[config.mk]
export PLATFORM = sky130hd
export DESIGN_NAME = rtc_pps_io
export DESIGN_NICKNAME = d
export VERILOG_FILES = /design/src/rtl/ptpv2_defines.sv /design/src/rtl/pps_in_filter.sv /design/src/rtl/rtc_pps_io.sv
export SDC_FILE = /design/constraint.sdc
export NUM_CORES = 1
export LEC_CHECK = 0
export ABC_AREA = 1
export CORE_ASPECT_RATIO = 1.25
export CORE_MARGIN = 3
export CORE_UTILIZATION = 32
export CTS_CLUSTER_SIZE = 40
export DETAILED_ROUTE_END_ITERATION = 7
export MAX_ROUTING_LAYER = met4
export PLACE_DENSITY = 0.63
export RECOVER_POWER = 100
export SLEW_MARGIN = 15
export SYNTH_ARGS = -nofsm -noshare
export SYNTH_HDL_FRONTEND = slang
export SYNTH_SLANG_ARGS = --single-unit
[constraint.sdc]
create_clock -name rtc_clk -period 3.3 [get_ports rtc_clk]
set_input_delay 0.33 -clock rtc_clk [delete_from_list [all_inputs] [get_ports rtc_clk]]
set_output_delay 0.33 -clock rtc_clk [all_outputs]
set_load 0.01 [all_outputs]
[src/rtl/ptpv2_defines.sv]
// ptpv2_defines: shared RTC field widths, constants and capture-state encoding
package ptpv2_defines;
    localparam int SEC_W = 48;
    localparam int NS_W = 32;
    localparam int STD_W = SEC_W + NS_W;
    localparam logic [NS_W-1:0] NS_PER_SEC_M1 = 32'd999_999_999;
    typedef enum logic {CAP_EMPTY = 1'b0, CAP_FULL = 1'b1} cap_state_t;
    // Out-of-range widths (zero or a full second and beyond) fall back to the default.
    function automatic logic [NS_W-1:0] eff_width(input logic [NS_W-1:0] w, input logic [NS_W-1:0] def_w);
        return (w != '0 && w <= NS_PER_SEC_M1) ? w : def_w;
    endfunction
endpackage

[src/rtl/pps_in_filter.sv]
// pps_in_filter: synchronizes external PPS and emits a one-cycle accept after FILT_CYC high samples
module pps_in_filter #(
    parameter int SYNC_STAGES = 2,
    parameter int FILT_CYC = 4
) (
    input  logic rtc_clk,
    input  logic rst_n,
    input  logic pps_i,
    output logic accept
);
    logic [SYNC_STAGES-1:0] sync_q;
    logic [7:0] cnt_q;
    logic s;
    assign s = sync_q[SYNC_STAGES-1];
    // Saturation at FILT_CYC makes the match below fire once per high run.
    assign accept = s && cnt_q == 8'(FILT_CYC - 1);
    always_ff @(posedge rtc_clk or negedge rst_n) begin
        if (!rst_n) begin
            sync_q <= '0;
            cnt_q <= '0;
        end else begin
            sync_q <= {sync_q[SYNC_STAGES-2:0], pps_i};
            cnt_q <= !s ? 8'd0 : (cnt_q == 8'(FILT_CYC)) ? cnt_q : cnt_q + 8'd1;
        end
    end
endmodule

[src/rtl/rtc_pps_io.sv]
// rtc_pps_io: PPS output generation on second rollover and filtered PPS input timestamp capture
module rtc_pps_io
    import ptpv2_defines::*;
#(
    parameter int SYNC_STAGES = 2,
    parameter int FILT_CYC = 4,
    parameter logic [31:0] DEF_WIDTH_NS = 32'd500_000_000
) (
    input  logic rtc_clk,
    input  logic rst_n,
    input  logic [STD_W-1:0] rtc_std,
    input  logic pps_en,
    input  logic [NS_W-1:0] pps_width_ns,
    input  logic pps_i,
    input  logic pts_ack,
    output logic pps_o,
    output logic [STD_W-1:0] pts_std,
    output logic pts_vld,
    output logic pts_ovf
);
    logic [SEC_W-1:0] sec, sec_q;
    logic [NS_W-1:0] ns, width;
    logic first_vld, roll, pps_next, accept, load, ovf_next;
    cap_state_t state, state_next;

    assign sec = rtc_std[STD_W-1:NS_W];
    assign ns = rtc_std[NS_W-1:0];
    assign width = eff_width(pps_width_ns, DEF_WIDTH_NS);
    // Any change of seconds counts, including backward jumps and clears.
    assign roll = first_vld && sec != sec_q;
    assign pps_next = !pps_en ? 1'b0 : roll ? 1'b1 : (pps_o && ns >= width) ? 1'b0 : pps_o;
    assign pts_vld = state == CAP_FULL;

    always_ff @(posedge rtc_clk or negedge rst_n) begin
        if (!rst_n) begin
            sec_q <= '0;
            first_vld <= 1'b0;
            pps_o <= 1'b0;
        end else begin
            sec_q <= sec;
            first_vld <= 1'b1;
            pps_o <= pps_next;
        end
    end

    pps_in_filter #(.SYNC_STAGES(SYNC_STAGES), .FILT_CYC(FILT_CYC)) u_filt (
        .rtc_clk(rtc_clk),
        .rst_n(rst_n),
        .pps_i(pps_i),
        .accept(accept)
    );

    always_comb begin
        state_next = state;
        load = 1'b0;
        ovf_next = pts_ovf;
        if (state == CAP_EMPTY) begin
            load = accept;
            state_next = accept ? CAP_FULL : CAP_EMPTY;
        end else if (accept) begin
            // A simultaneous ack frees the slot for the new capture.
            load = pts_ack;
            ovf_next = pts_ack ? pts_ovf : 1'b1;
        end else if (pts_ack) begin
            state_next = CAP_EMPTY;
            ovf_next = 1'b0;
        end
    end

    always_ff @(posedge rtc_clk or negedge rst_n) begin
        if (!rst_n) begin
            state <= CAP_EMPTY;
            pts_std <= '0;
            pts_ovf <= 1'b0;
        end else begin
            state <= state_next;
            pts_std <= load ? rtc_std : pts_std;
            pts_ovf <= ovf_next;
        end
    end
endmodule
After elaboration in Yosys (flattened, before gate mapping) --
Index checks and enable logic that the tools add are counted.
Word-level totals: bits in registers 142, latch bits 0, bits in writable memories 0, ROM bits 0, input bits 117, output and inout port bits 83, logic and storage cells 39, memories kept 0
Cells by class: add/subtract/negate cells 1, multipliers 0, div/mod/pow operators 0, $lt $le $gt $ge 2, eq/ne operators 6, shift-type cells 0, mux-type cells 15, bitwise operators 0, reduce and logical (&&, ||, !) cells 7
Operator list (number):
- 48-bit inequality test | 1
- 32-bit greater-or-equal comparator | 1
- 32-bit by 30-bit less-or-equal comparator with 1-bit output (second input constant) | 1
- 32-bit 2-to-1 mux | 1
- 32-bit nonzero test | 1
- 8-bit 2-to-1 mux | 2
- 1-bit 2-to-1 mux | 12
- 8-bit by 1-bit adder with 8-bit output (second input constant) | 1
- 8-bit by 2-bit equality test with 1-bit output (second input constant) | 1
- 8-bit by 3-bit equality test with 1-bit output (second input constant) | 1
- 1-bit logical AND | 4
- 2-bit inequality test (second input constant) | 2
- 3-bit by 1-bit inequality test with 1-bit output (second input constant) | 1
- 3-bit AND reduction | 1
- 2-bit nonzero test | 1

Longest topological paths before layout --
depth in word-level cells 8, gate-level depth with buffers 26

Cells and area by module --
A second synthesis with hierarchy kept.
Unflattened totals: cells, all modules 607, area, all modules 6646.4 um^2
Modules (own cells, without submodules):
- rtc_pps_io | times used 1, cells each 539, area an instance 6127.1 um^2
- pps_in_filter | times used 1, cells each 68, area an instance 519.2 um^2

Least setup slack after synthesis --
No wires, ideal clock.
kind input port to flip-flop, from input pps_width_ns[16], to register pps_o, data arrival time 2.430 ns, data required time 3.180 ns, slack 0.750 ns, stages 19, path through or2_1 > nand3b_1 > nor3b_2 > nand3_1 > nand2_2 > buf_2 > nand3_1 > ha_1 > nand2_1 > nor2_1 > nand2_1 > o21ai_0 > nor2_1 > nand2_1 > nand2_1 > nand2_1 > nand2_1 > nand2_1 > a21oi_1
On the way: cells in the longest elaborated chain, start to end 6, elaborated cells on any way between the ends 7
RTL lines:
- start: declaration | RTL line rtc_pps_io.sv:13 | input logic [NS_W-1:0] pps_width_ns,
- 32-bit by 30-bit less-or-equal comparator with 1-bit output / 32-bit nonzero test (equally long branches) | RTL line ptpv2_defines.sv:10 | return (w != '0 && w <= NS_PER_SEC_M1) ? w : def_w;
- 1-bit logical AND | RTL line ptpv2_defines.sv:10
- 32-bit 2-to-1 mux * | RTL line ptpv2_defines.sv:10
- 32-bit greater-or-equal comparator * | RTL line rtc_pps_io.sv:31 | assign pps_next = !pps_en ? 1'b0 : roll ? 1'b1 : (pps_o && ns >= width) ? 1'b0 : pps_o;
- 1-bit logical AND * | RTL line rtc_pps_io.sv:31
- 3-bit by 1-bit inequality test with 1-bit output (no source line) *
- end signal: assignment | RTL line rtc_pps_io.sv:42 | pps_o <= pps_next;
- end: declaration | RTL line rtc_pps_io.sv:16 | output logic pps_o,
Every way passes the cells marked *; elsewhere a longest branch is shown, timed or not. A chain may end at the register's enable or synchronous reset.

Final worst setup path --
from register u_filt.cnt_q[0], to register pts_std[45]
On the way: cells in the longest elaborated chain, start to end 4
RTL lines:
- start: declaration | RTL line pps_in_filter.sv:12 | logic [7:0] cnt_q;
- start signal: assignment | RTL line pps_in_filter.sv:23 | cnt_q <= !s ? 8'd0 : (cnt_q == 8'(FILT_CYC)) ? cnt_q : cnt_q + 8'd1;
- 8-bit by 2-bit equality test with 1-bit output * | RTL line pps_in_filter.sv:16 | assign accept = s && cnt_q == 8'(FILT_CYC - 1);
- 1-bit logical AND * | RTL line pps_in_filter.sv:16
- net accept | RTL line rtc_pps_io.sv:23 | logic first_vld, roll, pps_next, accept, load, ovf_next;
- 1-bit 2-to-1 mux | RTL line rtc_pps_io.sv:60 | end else if (accept) begin
- 1-bit 2-to-1 mux * | RTL line rtc_pps_io.sv:57 | if (state == CAP_EMPTY) begin
- end signal: assignment | RTL line rtc_pps_io.sv:77 | pts_std <= load ? rtc_std : pts_std;
- end: declaration | RTL line rtc_pps_io.sv:17 | output logic [STD_W-1:0] pts_std,
Mark *: on every way through the listed nets, which the timed path passes. The rest lies on a longest branch.

==> flow_summary.toml <==
[floorplan]
design.core.area_sq_mm = 0.02032
ios = 200
start_util_pct = 32.99
die_h_microns = 167.8
dieArea_sq_mm = 0.02273
die_w_microns = 135.5
std_cell_rows = 58

[cts]
cts_setup_buffers = 0
cts.path.max_buffers = 2
cts_tree = "yes"
htree_levels = 4
postCtsHoldBufs = 1
clk_latency_ps = 420
cts_root_buf = "clkbuf_16"
cts.sinks = 142
clk_pin_slew_ps = 60
ctsResizeCount = 0
numCtsBuffers = 17

[run]
cap_violations = 2

[synthesis]
synthFlopType = "dfrtp_1"
synth_top_area_cell = "dfrtp_1"
yosysSeqAreaShare_pct = 53.00
postSynthAreaPerCell_sq_um = 8.951
synth_cells = 749
yosysTopAreaCellShare_pct = 53.00
ys_ff_latch = 142
synth-async-reset-ratio_pct = 100.0
yosysWarnings = 0
synth_area_sq_mm = 0.006704
synth-edff-count = 0
synth_cell_types = 34
synth_area_leaders = "dfrtp_1 (53%), nand2_1 (12%), nand3_1 (7.3%), ha_1 (6.7%), nor2_1 (3.1%)"

[timing]
period_share_pct = 85.56
hold_viol_final = 0
timing.hold.ws_ps = 359.2
fmax_mhz = 354.2
grt_setup_unrepaired = "false"
finalSetupTns_ps = 0
drv_slew = 145
worst_pin_slew_ps = 1782
slew_headroom_pct = -18.83
finalCriticalPeriod_ps = 2823
setup_viol = 0
finClkSkew_ps = 12.34

[cells_and_area]
nNetsFinal = 1107
area_growth_syn_to_layout_pct = 42.81
fin_util_pct = 47.12
n_antenna_cell = 0
final_layout_size_suffix_gt1_share_pct = 5.481
nFillCells = 1973

[placement]
dp_hpwl_microns = 13920
gp_congestion = 0.8358
io_buffers = 199

[worst_setup_path]
worstPathRequired_ps = 3640
worstSetupStartpointType = "flop"
rr_startpoint = "u_filt.cnt_q[0]$_DFFE_PN0P_"
crit_type = "reg2reg"
critPathArrivalTime_ps = 3160
path_max_fanout = 45
r2r_end = "pts_std[45]$_DFFE_PN0P_"
worstSetupEndpointType = "flop"
rr_worst_depth = 9
r2r_slack_ps = 480

[route]
vias = 5762
drc = 0
drt-met1-wl_microns = 8396
wl_per_cell_microns = 15.51
via_per_inst = 4.658
drt_iter0_markers = 203
top_layer_used = "met4"
route.met3.wl_microns = 998
finalWirelength_microns = 19180
wl_met2_microns = 9571
drt_pass1_iterations = 4
antenna_left = 0

[grt]
grt_pass1_wl_microns = 30610
gr-usage-all-layers_pct = 17.58
gr-total-overflow = 0
grt_pass1_vias = 5721
grt_max_degree = 73
antenna_found_initial = 0

[power_and_ir_drop]
power_mw = 6.488
peakVddDrop_uv = 382.0
power_density_mw_per_mm2 = 677.7
total_leakage_power_nw = 4.483

[hold_path]
min_to = "u_filt.sync_q[1]$_DFF_PN0_"
whs_path_depth = 0
hold_class = "reg2reg"
hold_path_startpoint = "u_filt.sync_q[0]$_DFF_PN0_"

[run_status]
status = "complete, but fails checks"
violations = "max-capacitance violations, max-slew violations"
-- per-layer routing --
layer  vias to the layer above  global-route usage (%)
met5                         -                       -
met4                         0                   4.384
met3                        19                   4.094
met2                       172                   29.38
met1                      2698                   21.58
li1                       2873                       -
-- power breakdown --
group,internal [mW],switching (mW),leakage [nW]
clock network,1.12,0.791,0.286
registers,2.27,0.275,1.72
logic,1.09,0.948,2.48
-- area by class of cell --
cell class / count / area, sq um / area share (%)
inverter: 38 / 142.6 / 1.490
clock inverter: 12 / 126.4 / 1.320
timing repair buffer: 210 / 2074 / 21.67
sequential: 142 / 3553 / 37.11
multi-input combinational: 545 / 2873 / 30.01
tap: 270 / 337.8 / 3.528
clock buffer: 20 / 466.7 / 4.875
-- stage by stage --
| stage | cell area, sq um | cells | worst slack (ps) |
|---|---|---|---|
| after floorplan | 6711 | 751 | 749.5 |
| after global placement | 9007 | 1204 | 113.1 |
| after detailed placement | 9007 | 1204 | 83.53 |
| after CTS | 9610 | 1237 | 527.8 |
| after global routing | 9574 | 1237 | 189.4 |
| final | 9574 | 1237 | 476.5 |
-- cells by family after synthesis --
kind of cell	Yosys count	share of synthesized area, %
fa+ha+maj	36	6.719
other cells	1	0.05594
xor+xnor	39	5.095
flops	142	53.00
simple gates	417	26.97
buf+inv	64	4.069
compound gates	50	4.087
-- critical path: stages (launching register included) --
cell	delay, ps
dfrtp_1	390
ha_1	200
inv_1	50
nor4_1	530
ha_1	300
nand2_4	60
nand2_2	740
buf_4	340
nand2_1	80
nand2_1	60
-- cell usage in the layout, fill, tap and decap left out, drive strengths merged, types with 2 or more instances in the layout --
cell / instances
inv: 42
o22ai: 2
nor3: 22
ha: 36
o21a: 2
clkdlybuf4s50: 66
o21ai: 12
a21oi: 27
nor2: 55
clkinvlp: 2
dlygate4sd3: 133
xor2: 17
nand4: 10
clkbuf: 25
clkinv: 5
nor4: 5
nand2: 220
nand3: 98
conb: 3
or2: 4
dfrtp: 142
a21o: 3
xnor2: 22
buf: 6
-- synth_stat cells (3+ instances only) --
library cell,number
a21o_1,3
a21oi_1,27
buf_1,7
buf_2,8
buf_6,3
clkbuf_1,8
dfrtp_1,142
ha_1,36
inv_1,37
nand2_1,216
nand2_2,3
nand3_1,98
nand4_1,10
nor2_1,55
nor3_1,22
nor4_1,4
o21ai_0,12
or2_2,3
xnor2_1,22
xor2_1,17
-- how the worst max path moves through the flow --
stage	from	to	slack (ps)	depth (start not counted)
after floorplan	pps_width_ns[16]	pps_o$_DFFE_PN0P_	750	19
after CTS	pps_width_ns[30]	pps_o$_DFFE_PN0P_	530	22
after detailed placement	pps_width_ns[30]	pps_o$_DFFE_PN0P_	80	22
after global placement	pps_width_ns[16]	pps_o$_DFFE_PN0P_	110	17
final	u_filt.cnt_q[0]$_DFFE_PN0P_	pts_std[45]$_DFFE_PN0P_	480	9
after global routing	pps_width_ns[27]	pps_o$_DFFE_PN0P_	190	21
-- registers in the layout, indices dropped and copies added, names as in the netlist --
signal	cells
pts_vld	1
first_vld	1
pts_ovf	1
sec_q	48
u_filt.cnt_q	8
u_filt.sync_q	2
pts_std	80
pps_o	1
Note: power is estimated with default switching activity, not from simulation.
==> RTL change: new RTL, same settings <==
`SEC_W`: 48 -> 52.
--- a/src/rtl/ptpv2_defines.sv
+++ b/src/rtl/ptpv2_defines.sv
@@ -1,5 +1,5 @@
 // ptpv2_defines: shared RTC field widths, constants and capture-state encoding
 package ptpv2_defines;
-    localparam int SEC_W = 48;
+    localparam int SEC_W = 52;
     localparam int NS_W = 32;
     localparam int STD_W = SEC_W + NS_W;
Interface: changed (resized pts_std and rtc_std); port bits go from 200 to 208. No check against the original RTL was run, so the function may have changed too.
==> RTL change against the original RTL <==
  * The run still ends with max-capacitance violations, max-slew violations left
  * Global-route usage decreased by 0.45 points
  * Synthesized area increased by 5.8%
  * Count of clock-buffer cells in the layout unchanged
  * Sequential cell count increased by 8
  * Non-clock buffer count increased by 9
  * Routed wire length increased by 3.7%
  * Via count increased by 4.9%
  * Power increased by 3.5%
  * Setup slack improved by 0.028 ns
  * Cell area increased by 4.7%
  * Largest power group unchanged
==> RTL change: results (changes against the original RTL) <==
** Critical path
- The worst reg-to-reg setup slack is 0.58 ns (+0.10 ns).
- Critical Path End :: pps_o
- Tracing the worst setup path back leads to its startpoint at pps_width_ns[23].
- Arrival time at the worst endpoint :: 3.14 ns (-0.02 ns)

** Status
- Status :: complete, but fails checks
- The checks that failed: max-capacitance violations, max-slew violations.

** Final layout
- The number of inserted filler cells in the final layout came to 2,132 (+8.1%).
- Final #Nets :: 1,159 (+4.7%)
- The largest registers in the layout are pts_std (84), sec_q (52), u_filt.cnt_q (8).

** GRT
- The met2 track demand over resource in global routing is 0.3065 (+0.01273).
- The number of global-route vias before repair was 6,174 (+7.9%).
- The maximum number of pins on one net before global-route repair is 105 (+44%).
- First-pass GRT wire length :: 31.75 mm (+3.7%)
- All-Layer GR Usage :: 0.1713 (-0.004505)

** Flow run
- # Max-Cap Violations :: 1 (-1)

** Routing
- The count of TritonRoute iterations in the first routing pass is 6 (+2).
- The detailed route wirelength on metal3 was 770 um (-23%).
- WL met2 :: 10.65 mm (+11%)

** Place
- Cell area reported after detailed placement :: 9448 sq um (+4.9%)
- The placed wire-length estimate after detailed placement was 14.94 mm (+7.4%).
- The number of I/O port buffers was 207 (+4.0%).

** Timing
- Clock tree skew after final layout :: 0.01500 ns (+0.002661 ns)
- Final Max Slew Viols :: 82 (-43%)

** Pwr
- The peak ir drop on the vdd network came to 0.3234 mV (-15%).

** Yosys
- The number of distinct library cells after synthesis was 36 (+5.9%).
- Sorting the synthesized cells by how often they occur yields 215 x sky130_fd_sc_hd__nand2_1, 150 x sky130_fd_sc_hd__dfrtp_1, 87 x sky130_fd_sc_hd__nand3_1.
RTL change: changes by cell type in the layout (fill, tap and decap cells not counted), moves of 4 or more:
cell	unedited run	this run
sky130_fd_sc_hd__dlygate4sd3_1	133	141
sky130_fd_sc_hd__nand3_1	98	87
sky130_fd_sc_hd__nor2_1	55	63
sky130_fd_sc_hd__clkinv_4	5	1
sky130_fd_sc_hd__nor3_1	22	14
sky130_fd_sc_hd__dfrtp_1	142	150
sky130_fd_sc_hd__a21oi_1	27	38
sky130_fd_sc_hd__inv_1	37	50
sky130_fd_sc_hd__xor2_1	17	7
sky130_fd_sc_hd__o21ai_0	12	24
sky130_fd_sc_hd__nor2_2	0	10
RTL change: worst min path at each step:
stage	to	slack [ns]	cells after the start
after floorplan	first_vld	0.03	0
after global placement	u_filt.sync_q[1]	0.34	0
after detailed placement	u_filt.sync_q[1]	0.34	0
after CTS	sec_q[5]	0.36	1
after global routing	u_filt.sync_q[1]	0.38	0
final	u_filt.sync_q[1]	0.36	0
RTL change: critical path: cells and delay by family:
kind | cells | cell delay [ns]
fa+ha+maj | 1 | 0.29
simple gates | 13 | 1.34
buf+inv | 3 | 0.77
compound gates | 3 | 0.39
RTL change: through the flow:
step / power [mW] / hold slack (ns) / std cells / util / setup WS [ns]
floorplan: 3.606 / 0.03441 / 792 / - / 0.8235
global placement: 5.065 / 0.3368 / 1261 / 0.4370 / 0.1730
detailed placement: 5.103 / 0.3426 / 1261 / 0.4370 / 0.1027
CTS: 7.058 / 0.3616 / 1293 / 0.4639 / 0.5261
global route: 7.135 / 0.3771 / 1294 / 0.4634 / 0.1432
finish: 6.713 / 0.3586 / 1295 / 0.4635 / 0.5043
RTL change: timing repair:
item | 4_1_cts | 5_1_grt
hold buffers | 1 | 0
endpoints found under the hold margin | 18 | 0
buffers inserted | 0 | 0
RTL change: area by class of cell:
| class | count | share of cell area |
|---|---|---|
| clock buffer | 20 | 0.04457 |
| antenna | 2 | 0.0004994 |
| inverter | 52 | 0.01948 |
| sequential | 150 | 0.3745 |
| tap | 279 | 0.03483 |
| clock inverter | 11 | 0.01261 |
| multi-input combinational | 562 | 0.2960 |
| timing repair buffer | 219 | 0.2175 |
RTL change: power by group through the flow:
stage	clock [mW]	sequential, mW	combinational, mW
after floorplan	0	2.96	0.649
after global placement	0	2.72	2.35
after detailed placement	0	2.73	2.37
after CTS	1.97	2.70	2.38
after global routing	2.04	2.75	2.34
final	1.91	2.67	2.13
RTL change: cells by family (layout without fill, tap and decap cells):
logic type	count (synthesis)	count (layout)	synth area share
compound gates	76	76	0.05788
xor+xnor	31	31	0.03829
fa+ha+maj	36	36	0.06353
buf+inv	80	302	0.05400
flops	150	150	0.5294
other cells	1	5	0.0005289
simple gates	416	416	0.2564
